### src/rtl/carga_programa.sv
// carga_programa: program loader for the instruction-fetch stage.
// Packs the UART byte stream big-endian into instruction words and writes
// them to program memory from address 0 until the HALT word is stored.
//
// state   | meaning
// --------+-----------------------------------------------------------
// S_IDLE  | PC owns the memory; waiting for i_start
// S_RECV  | collecting bytes of the current word
// S_WRITE | one-cycle write of the latched word at the current address
// S_DONE  | HALT stored; program ready, PC owns the memory
// S_ERROR | memory filled without HALT; nothing more is written
module carga_programa #(
   parameter int                            RAM_WIDTH_PROGRAMA = 32,
   parameter int                            CANT_BITS_ADDR     = 11,
   parameter int                            RAM_DEPTH_PROGRAMA = 2048,
   parameter logic [RAM_WIDTH_PROGRAMA-1:0] HALT_WORD          = 32'hFFFFFFFF
) (
   input  logic                          i_clock,
   input  logic                          i_soft_reset,
   input  logic                          i_start,
   input  logic                          i_rx_done,
   input  logic [7:0]                    i_rx_data,
   output logic [CANT_BITS_ADDR-1:0]     o_addr_mem_programa,
   output logic [RAM_WIDTH_PROGRAMA-1:0] o_data_mem_programa,
   output logic                          o_write_read_mem,
   output logic                          o_enable_mem,
   output logic                          o_control_mux_addr_mem,
   output logic [CANT_BITS_ADDR:0]       o_word_count,
   output logic                          o_load_done,
   output logic                          o_error
);

   localparam int BYTES_PER_WORD = RAM_WIDTH_PROGRAMA / 8;
   localparam int CNT_W          = (BYTES_PER_WORD > 1) ? $clog2(BYTES_PER_WORD) : 1;
   localparam logic [CNT_W-1:0]          LAST_BYTE = CNT_W'(BYTES_PER_WORD - 1);
   localparam logic [CANT_BITS_ADDR-1:0] LAST_ADDR = CANT_BITS_ADDR'(RAM_DEPTH_PROGRAMA - 1);

   typedef enum logic [2:0] {
      S_IDLE  = 3'd0,
      S_RECV  = 3'd1,
      S_WRITE = 3'd2,
      S_DONE  = 3'd3,
      S_ERROR = 3'd4
   } state_t;

   state_t                          r_state;
   state_t                          w_state_next;

   // Only the leading bytes of a word are stored; the last byte goes
   // straight from i_rx_data into the write-data register.
   logic [RAM_WIDTH_PROGRAMA-9:0]   r_shift;
   logic [CNT_W-1:0]                r_byte_cnt;
   logic [CANT_BITS_ADDR-1:0]       r_addr;
   logic [CANT_BITS_ADDR-1:0]       r_addr_out;
   logic [RAM_WIDTH_PROGRAMA-1:0]   r_data_out;
   logic [CANT_BITS_ADDR:0]         r_word_count;

   logic [RAM_WIDTH_PROGRAMA-1:0]   w_shift_next;
   logic                            w_start_ok;
   logic                            w_byte_ok;
   logic                            w_word_ready;
   logic                            w_write;
   logic                            w_mux;
   logic                            w_done;
   logic                            w_error;

   assign w_shift_next = {r_shift, i_rx_data};

   // A start is honoured only between loads; it beats a same-cycle byte.
   assign w_start_ok = i_start &&
                       ((r_state == S_IDLE) || (r_state == S_DONE) || (r_state == S_ERROR));

   // Bytes are taken while receiving and also during the write cycle, so a
   // stream at one byte per clock never loses data.
   assign w_byte_ok = i_rx_done && ((r_state == S_RECV) || (r_state == S_WRITE));

   assign w_word_ready = (r_state == S_RECV) && i_rx_done && (r_byte_cnt == LAST_BYTE);

   // State register
   always_ff @(posedge i_clock or negedge i_soft_reset) begin
      if (!i_soft_reset) begin
         r_state <= S_IDLE;
      end else begin
         r_state <= w_state_next;
      end
   end

   // Next-state logic; HALT takes priority over the memory-full check
   always_comb begin
      w_state_next = r_state;
      case (r_state)
         S_IDLE, S_DONE, S_ERROR: begin
            if (i_start) begin
               w_state_next = S_RECV;
            end
         end
         S_RECV: begin
            if (w_word_ready) begin
               w_state_next = S_WRITE;
            end
         end
         S_WRITE: begin
            if (r_data_out == HALT_WORD) begin
               w_state_next = S_DONE;
            end else if (r_addr == LAST_ADDR) begin
               w_state_next = S_ERROR;
            end else begin
               w_state_next = S_RECV;
            end
         end
         default: begin
            w_state_next = S_IDLE;
         end
      endcase
   end

   // Output decode from the current state
   always_comb begin
      w_write = 1'b0;
      w_mux   = 1'b0;
      w_done  = 1'b0;
      w_error = 1'b0;
      case (r_state)
         S_RECV: begin
            w_mux = 1'b1;
         end
         S_WRITE: begin
            w_mux   = 1'b1;
            w_write = 1'b1;
         end
         S_DONE: begin
            w_done = 1'b1;
         end
         S_ERROR: begin
            w_error = 1'b1;
         end
         default: begin
            w_write = 1'b0;
         end
      endcase
   end

   // Byte assembly, word latch, address and word-count bookkeeping
   always_ff @(posedge i_clock or negedge i_soft_reset) begin
      if (!i_soft_reset) begin
         r_shift      <= '0;
         r_byte_cnt   <= '0;
         r_addr       <= '0;
         r_addr_out   <= '0;
         r_data_out   <= '0;
         r_word_count <= '0;
      end else if (w_start_ok) begin
         r_shift      <= '0;
         r_byte_cnt   <= '0;
         r_addr       <= '0;
         r_word_count <= '0;
      end else begin
         if (w_byte_ok) begin
            r_shift    <= w_shift_next[RAM_WIDTH_PROGRAMA-9:0];
            r_byte_cnt <= r_byte_cnt + 1'b1;
         end
         // Latching the full word here frees the assembly register for a
         // byte that may arrive during the write cycle.
         if (w_word_ready) begin
            r_data_out <= w_shift_next;
            r_addr_out <= r_addr;
         end
         if (r_state == S_WRITE) begin
            r_addr       <= r_addr + 1'b1;
            r_word_count <= r_word_count + 1'b1;
         end
      end
   end

   assign o_addr_mem_programa    = r_addr_out;
   assign o_data_mem_programa    = r_data_out;
   assign o_write_read_mem       = w_write;
   assign o_enable_mem           = w_write;
   assign o_control_mux_addr_mem = w_mux;
   assign o_word_count           = r_word_count;
   assign o_load_done            = w_done;
   assign o_error                = w_error;

endmodule

### config.mk
export PLATFORM = sky130hd
export DESIGN_NAME = carga_programa
export DESIGN_NICKNAME = d
export VERILOG_FILES = /design/src/rtl/carga_programa.sv
export SDC_FILE = /design/constraint.sdc
export NUM_CORES = 1
export LEC_CHECK = 0
export CAP_MARGIN = 5
export CORE_ASPECT_RATIO = 1.1
export CORE_UTILIZATION = 35
export CTS_CLUSTER_SIZE = 10
export DETAILED_ROUTE_END_ITERATION = 10
export GPL_TIMING_DRIVEN = 1
export HOLD_SLACK_MARGIN = 0.03
export SLEW_MARGIN = 20
export SYNTH_ARGS = -nofsm -noshare
export SYNTH_HDL_FRONTEND = slang
export SYNTH_SLANG_ARGS = --single-unit
### constraint.sdc
create_clock -name i_clock -period 1.63 [get_ports i_clock]
set_input_delay 0.2445 -clock i_clock [delete_from_list [all_inputs] [get_ports i_clock]]
set_output_delay 0.2445 -clock i_clock [all_outputs]
set_load 0.01 [all_outputs]
==> results list, run 1 <==
* Status: finished with violations
- Violated checks: negative setup slack
- Yosys printed 0 warnings.
* Leak: 2.66 nW
- Per report_power, the clock group accounts for 24.6% of the total.
- # placed instances: 536
* Layout net count: 436
* Startpoint of the lowest-slack register-to-register path: r_state[0]$_DFFE_PN0P_
- Global routing met2 resource utilization: 29.2%
* Startpoint types: flip-flop
* Minimum setup slack after placement: -0.180 ns
- Layout filler cell count: 927
* Critical path data required time: 1.86 ns
- After global routing, the most crowded layer is met2.
* MaxCap Viol Count: 0
- Tcrit/Tclk final: 104%
- Post-detailed-route DRC marker count: 0
- Register-to-register setup slack: -0.07 ns
- Wires add up to 10,200 µm.
- Final critical-path required period: 1.70 ns
- The synthesized design devotes to its leading area cell type 58.9% of total area.
* Cells after synthesis: 305
* Core area: 0.0111 mm²
* Starting DRC count in detailed routing: 59
* Setup WS post-layout: -0.0689 ns
- When the netlist entered floorplanning its net count stood at 320.
- Worst Skew: 0.00683 ns
* Top cell type by total area after synthesis: sky130_fd_sc_hd__dfrtp_1
- Internal power comes to 6.58 mW.
- Global-route wire length before repair: 16,000 µm
- STA classifies the critical path endpoint as a flip-flop.
- Across all layers, the routed design uses 2,934 vias.
- Top cells by count, synth: sky130_fd_sc_hd__dfrtp_1, sky130_fd_sc_hd__mux2_2, sky130_fd_sc_hd__a22o_1, sky130_fd_sc_hd__nor2_1, sky130_fd_sc_hd__nand4_1
- Clock-pin slew was measured on the worst setup and hold paths at 0.07 ns.
* Area of the multi-input gates: 0.00175 mm²
- Area of the mapped netlist: 0.00404 mm²
- Number of buffers inserted during clock tree synthesis: 9
* Antenna violations before repair: 0
- Across the VDD grid, the largest voltage drop is 1000 µV.
- Ant. Diodes: 0
* Tightest slew margin relative to the limit: 76.1%
- For this run, the detailed router's first-pass iteration total came to 4.
* Die boundary height: 115 µm
* Die area: 0.0120 mm²
- Data arrives at the worst endpoint at 1.93 ns.
* Unique masters post-synth: 36
- Sequential cells burn 38.7% of the power.
- Critical path start-end classification: flip-flop to flip-flop
- In this run the number of H-tree levels came out at 3.
- Number of flops mapped to enable cells by yosys: 0
* Average cell area after synthesis: 13.2 µm²
- PortBufs: 71
* Per-cell via count in the routed design: 5.12
- Slew at the pin with the worst max-slew slack: 0.359 ns
- Sequential-to-total area share from yosys stat: 58.9%
- Storage element area: 0.00238 mm²
- Once the floorplan was initialized, standard cells occupied 36.5% of the core.
- Met3 usage: 3.36%
* Number of cells traversed by the worst register-to-register path: 8
- Buffer type at the clock tree root: sky130_fd_sc_hd__clkbuf_16
* GRT Util Overall: 17.2%
- Leading cell type by number of instances after synthesis: sky130_fd_sc_hd__dfrtp_1
* RSZ-0062 raised after global routing: true
- For this run, the leading register cell type out of synthesis is sky130_fd_sc_hd__dfrtp_1.
- From synthesis to final layout, the design area changed by 47.9%.
- In the final layout, the share of cells above drive strength 1 is 32.4%.
- Final Non-Filler Cells: 573
- Along the worst path, the maximum fanout reaches 5.
* Clock network latency to the later pin of the worst-skew pair: 0.34 ns
- The initialized floorplan defines 40 standard-cell rows.
- Net switching is 30.4% of the power.
* Number of global-route vias before repair: 3,081
- From left edge to right edge, the die measures 104 µm.
- Per report_power, the combinational group accounts for 36.6% of the total.
* Post-route ant nets: 0
- In this run, synthesis produced a sequential element count of 95.
- The total count of hold-check failures in the final report came to 0.
- After synthesis, the share of flip-flops with an asynchronous set or reset is 100%.
- Setup violations remaining at the end of the flow were counted as 51.
- Type of the worst min-delay path: primary input to asynchronous set/reset pin
* Detail Placement HPWL: 6020 µm
* GPL Wtd Cong: 0.721
- Power per standard cell area: 1580 mW/mm²
* CTS tree: done
- During I/O placement, the number of pins put on the boundary was 72.
* Max clock buf depth: 2
- The final max-slew violation count was 0.
- Highest attainable clock frequency: 0.589 GHz
- Global routing consumed, on the met1 layer, 22.2% of the routing resources.
- Entering global routing, the biggest net connects 66 pins.
- In this run the power spent charging and discharging nets is 2.88 mW.
- Clock tree synthesis found a total of 95 sinks.
- The endpoint identified for the worst register-to-register timing path is r_shift[19]$_DFFE_PN0P_.
- Routed length per placed instance: 17.8 µm
* Top cells by area in the synthesized netlist: sky130_fd_sc_hd__dfrtp_1, sky130_fd_sc_hd__mux2_2, sky130_fd_sc_hd__a22o_1
- Overflow after GRT: 0
- Final sum of negative setup slack: -2.11 ns
-- how the worst max path moves through the flow --
stage	slack (ns)	end	start	cells after the start
after floorplan	0.0002	o_data_mem_programa[0]$_DFFE_PN0P_	r_state[2]$_DFFE_PN0P_	5
after global placement	-0.15	o_data_mem_programa[19]$_DFFE_PN0P_	i_rx_done	5
after detailed placement	-0.18	o_addr_mem_programa[8]$_DFFE_PN0P_	i_rx_done	5
after CTS	-0.05	o_word_count[11]$_DFFE_PN0P_	r_state[0]$_DFFE_PN0P_	6
after global routing	-0.13	o_error	r_state[1]$_DFFE_PN0P_	4
final	-0.07	r_shift[19]$_DFFE_PN0P_	r_state[0]$_DFFE_PN0P_	8
-- critical path: stages (launching register included) --
cell and delay [ns]:
sky130_fd_sc_hd__dfrtp_1 0.41, sky130_fd_sc_hd__buf_6 0.14, sky130_fd_sc_hd__xnor2_1 0.13, sky130_fd_sc_hd__buf_4 0.16
sky130_fd_sc_hd__nor3b_4 0.22, sky130_fd_sc_hd__buf_4 0.16, sky130_fd_sc_hd__nor2_4 0.05, sky130_fd_sc_hd__buf_6 0.13
sky130_fd_sc_hd__a22o_1 0.18
-- state kept, by name (all words and copies together), names as in the netlist --
name / flops
o_data_mem_programa: 32
r_byte_cnt: 2
o_addr_mem_programa: 11
r_addr: 11
o_word_count: 12
r_state: 3
r_shift: 24
-- layout make-up --
cell class	instances	area share (%)
inverter	4	0.294
clock inverter	7	1.74
tap	147	3.08
sequential	95	39.9
multi-input combinational	191	29.4
timing repair buffer	120	21.9
clock buffer	9	3.77
-- power by group through the flow --
stage	Clock [mW]	Sequential, mW	Combinational (mW)
2_1_floorplan	0	3.66	1.32
3_3_place_gp	0	3.66	2.65
3_5_place_dp	0	3.65	2.69
4_1_cts	2.38	3.63	3.04
5_1_grt	2.46	3.75	3.71
6_report	2.33	3.66	3.46
-- cell families after synthesis --
family | count (synthesis) | share of synthesized area, %
fa+ha+maj | 3 | 0.930
buf+inv | 20 | 3.69
flops | 95 | 58.9
xor+xnor | 20 | 4.34
compound gates | 40 | 7.66
simple gates | 83 | 12.2
mux | 44 | 12.3
-- repair_timing --
item                       in CTS  in global routing
setup endpoints to repair      71                101
cloned                          3                  5
pin swaps                      10                 18
gates resized for setup        53                 62
setup buffers                  12                  4
hold endpoints to repair       30                  0
hold buffers                    1                  0
-- through the flow --
step,hold slack [ns],power [mW],utilization [%],cell area (µm²)
after global routing,0.300,9.92,54.0,5970
after CTS,0.282,9.05,50.9,5630
after detailed placement,0.0943,6.34,45.7,5060
after floorplan,-0.0511,4.98,-,4040
after global placement,0.0910,6.31,45.7,5060
final,0.280,9.45,54.0,5970
-- routing by layer --
layer,vias up,share of wire [%]
met5,-,0
met4,0,1.1
met3,12,3.6
met2,77,49
met1,1500,46
li1,1345,-
-- cells in the final DEF (no fill, tap or decap), types with 2 or more instances in the layout --
cell | synthesis | layout
sky130_fd_sc_hd__nand2_1 | 12 | 12
sky130_fd_sc_hd__bufinv_16 | 0 | 2
sky130_fd_sc_hd__clkdlybuf4s50_1 | 0 | 64
sky130_fd_sc_hd__dfrtp_1 | 95 | 94
sky130_fd_sc_hd__buf_4 | 5 | 22
sky130_fd_sc_hd__buf_12 | 0 | 5
sky130_fd_sc_hd__nand4_1 | 16 | 16
sky130_fd_sc_hd__nor2_4 | 1 | 3
sky130_fd_sc_hd__clkbuf_16 | 0 | 13
sky130_fd_sc_hd__nor4_1 | 3 | 3
sky130_fd_sc_hd__inv_1 | 4 | 3
sky130_fd_sc_hd__or3_1 | 2 | 2
sky130_fd_sc_hd__nor3_1 | 5 | 4
sky130_fd_sc_hd__ha_1 | 3 | 3
sky130_fd_sc_hd__clkinvlp_4 | 0 | 2
sky130_fd_sc_hd__nand3_1 | 5 | 5
sky130_fd_sc_hd__and4_1 | 2 | 2
sky130_fd_sc_hd__inv_6 | 0 | 2
sky130_fd_sc_hd__mux2_4 | 0 | 43
sky130_fd_sc_hd__a21oi_1 | 7 | 6
sky130_fd_sc_hd__a22o_1 | 26 | 26
sky130_fd_sc_hd__buf_8 | 0 | 2
sky130_fd_sc_hd__xor2_1 | 9 | 9
sky130_fd_sc_hd__buf_6 | 7 | 18
sky130_fd_sc_hd__and3b_2 | 0 | 2
sky130_fd_sc_hd__nor2_1 | 21 | 19
sky130_fd_sc_hd__xnor2_1 | 11 | 10
(Power assumes the default switching activity.)
==> run 2, diff against run 1 <==
SLEW_MARGIN = default   (was 20)
==> results of run 2 <==
No change in the layout: final DEF, timing and power equal those of run 1.
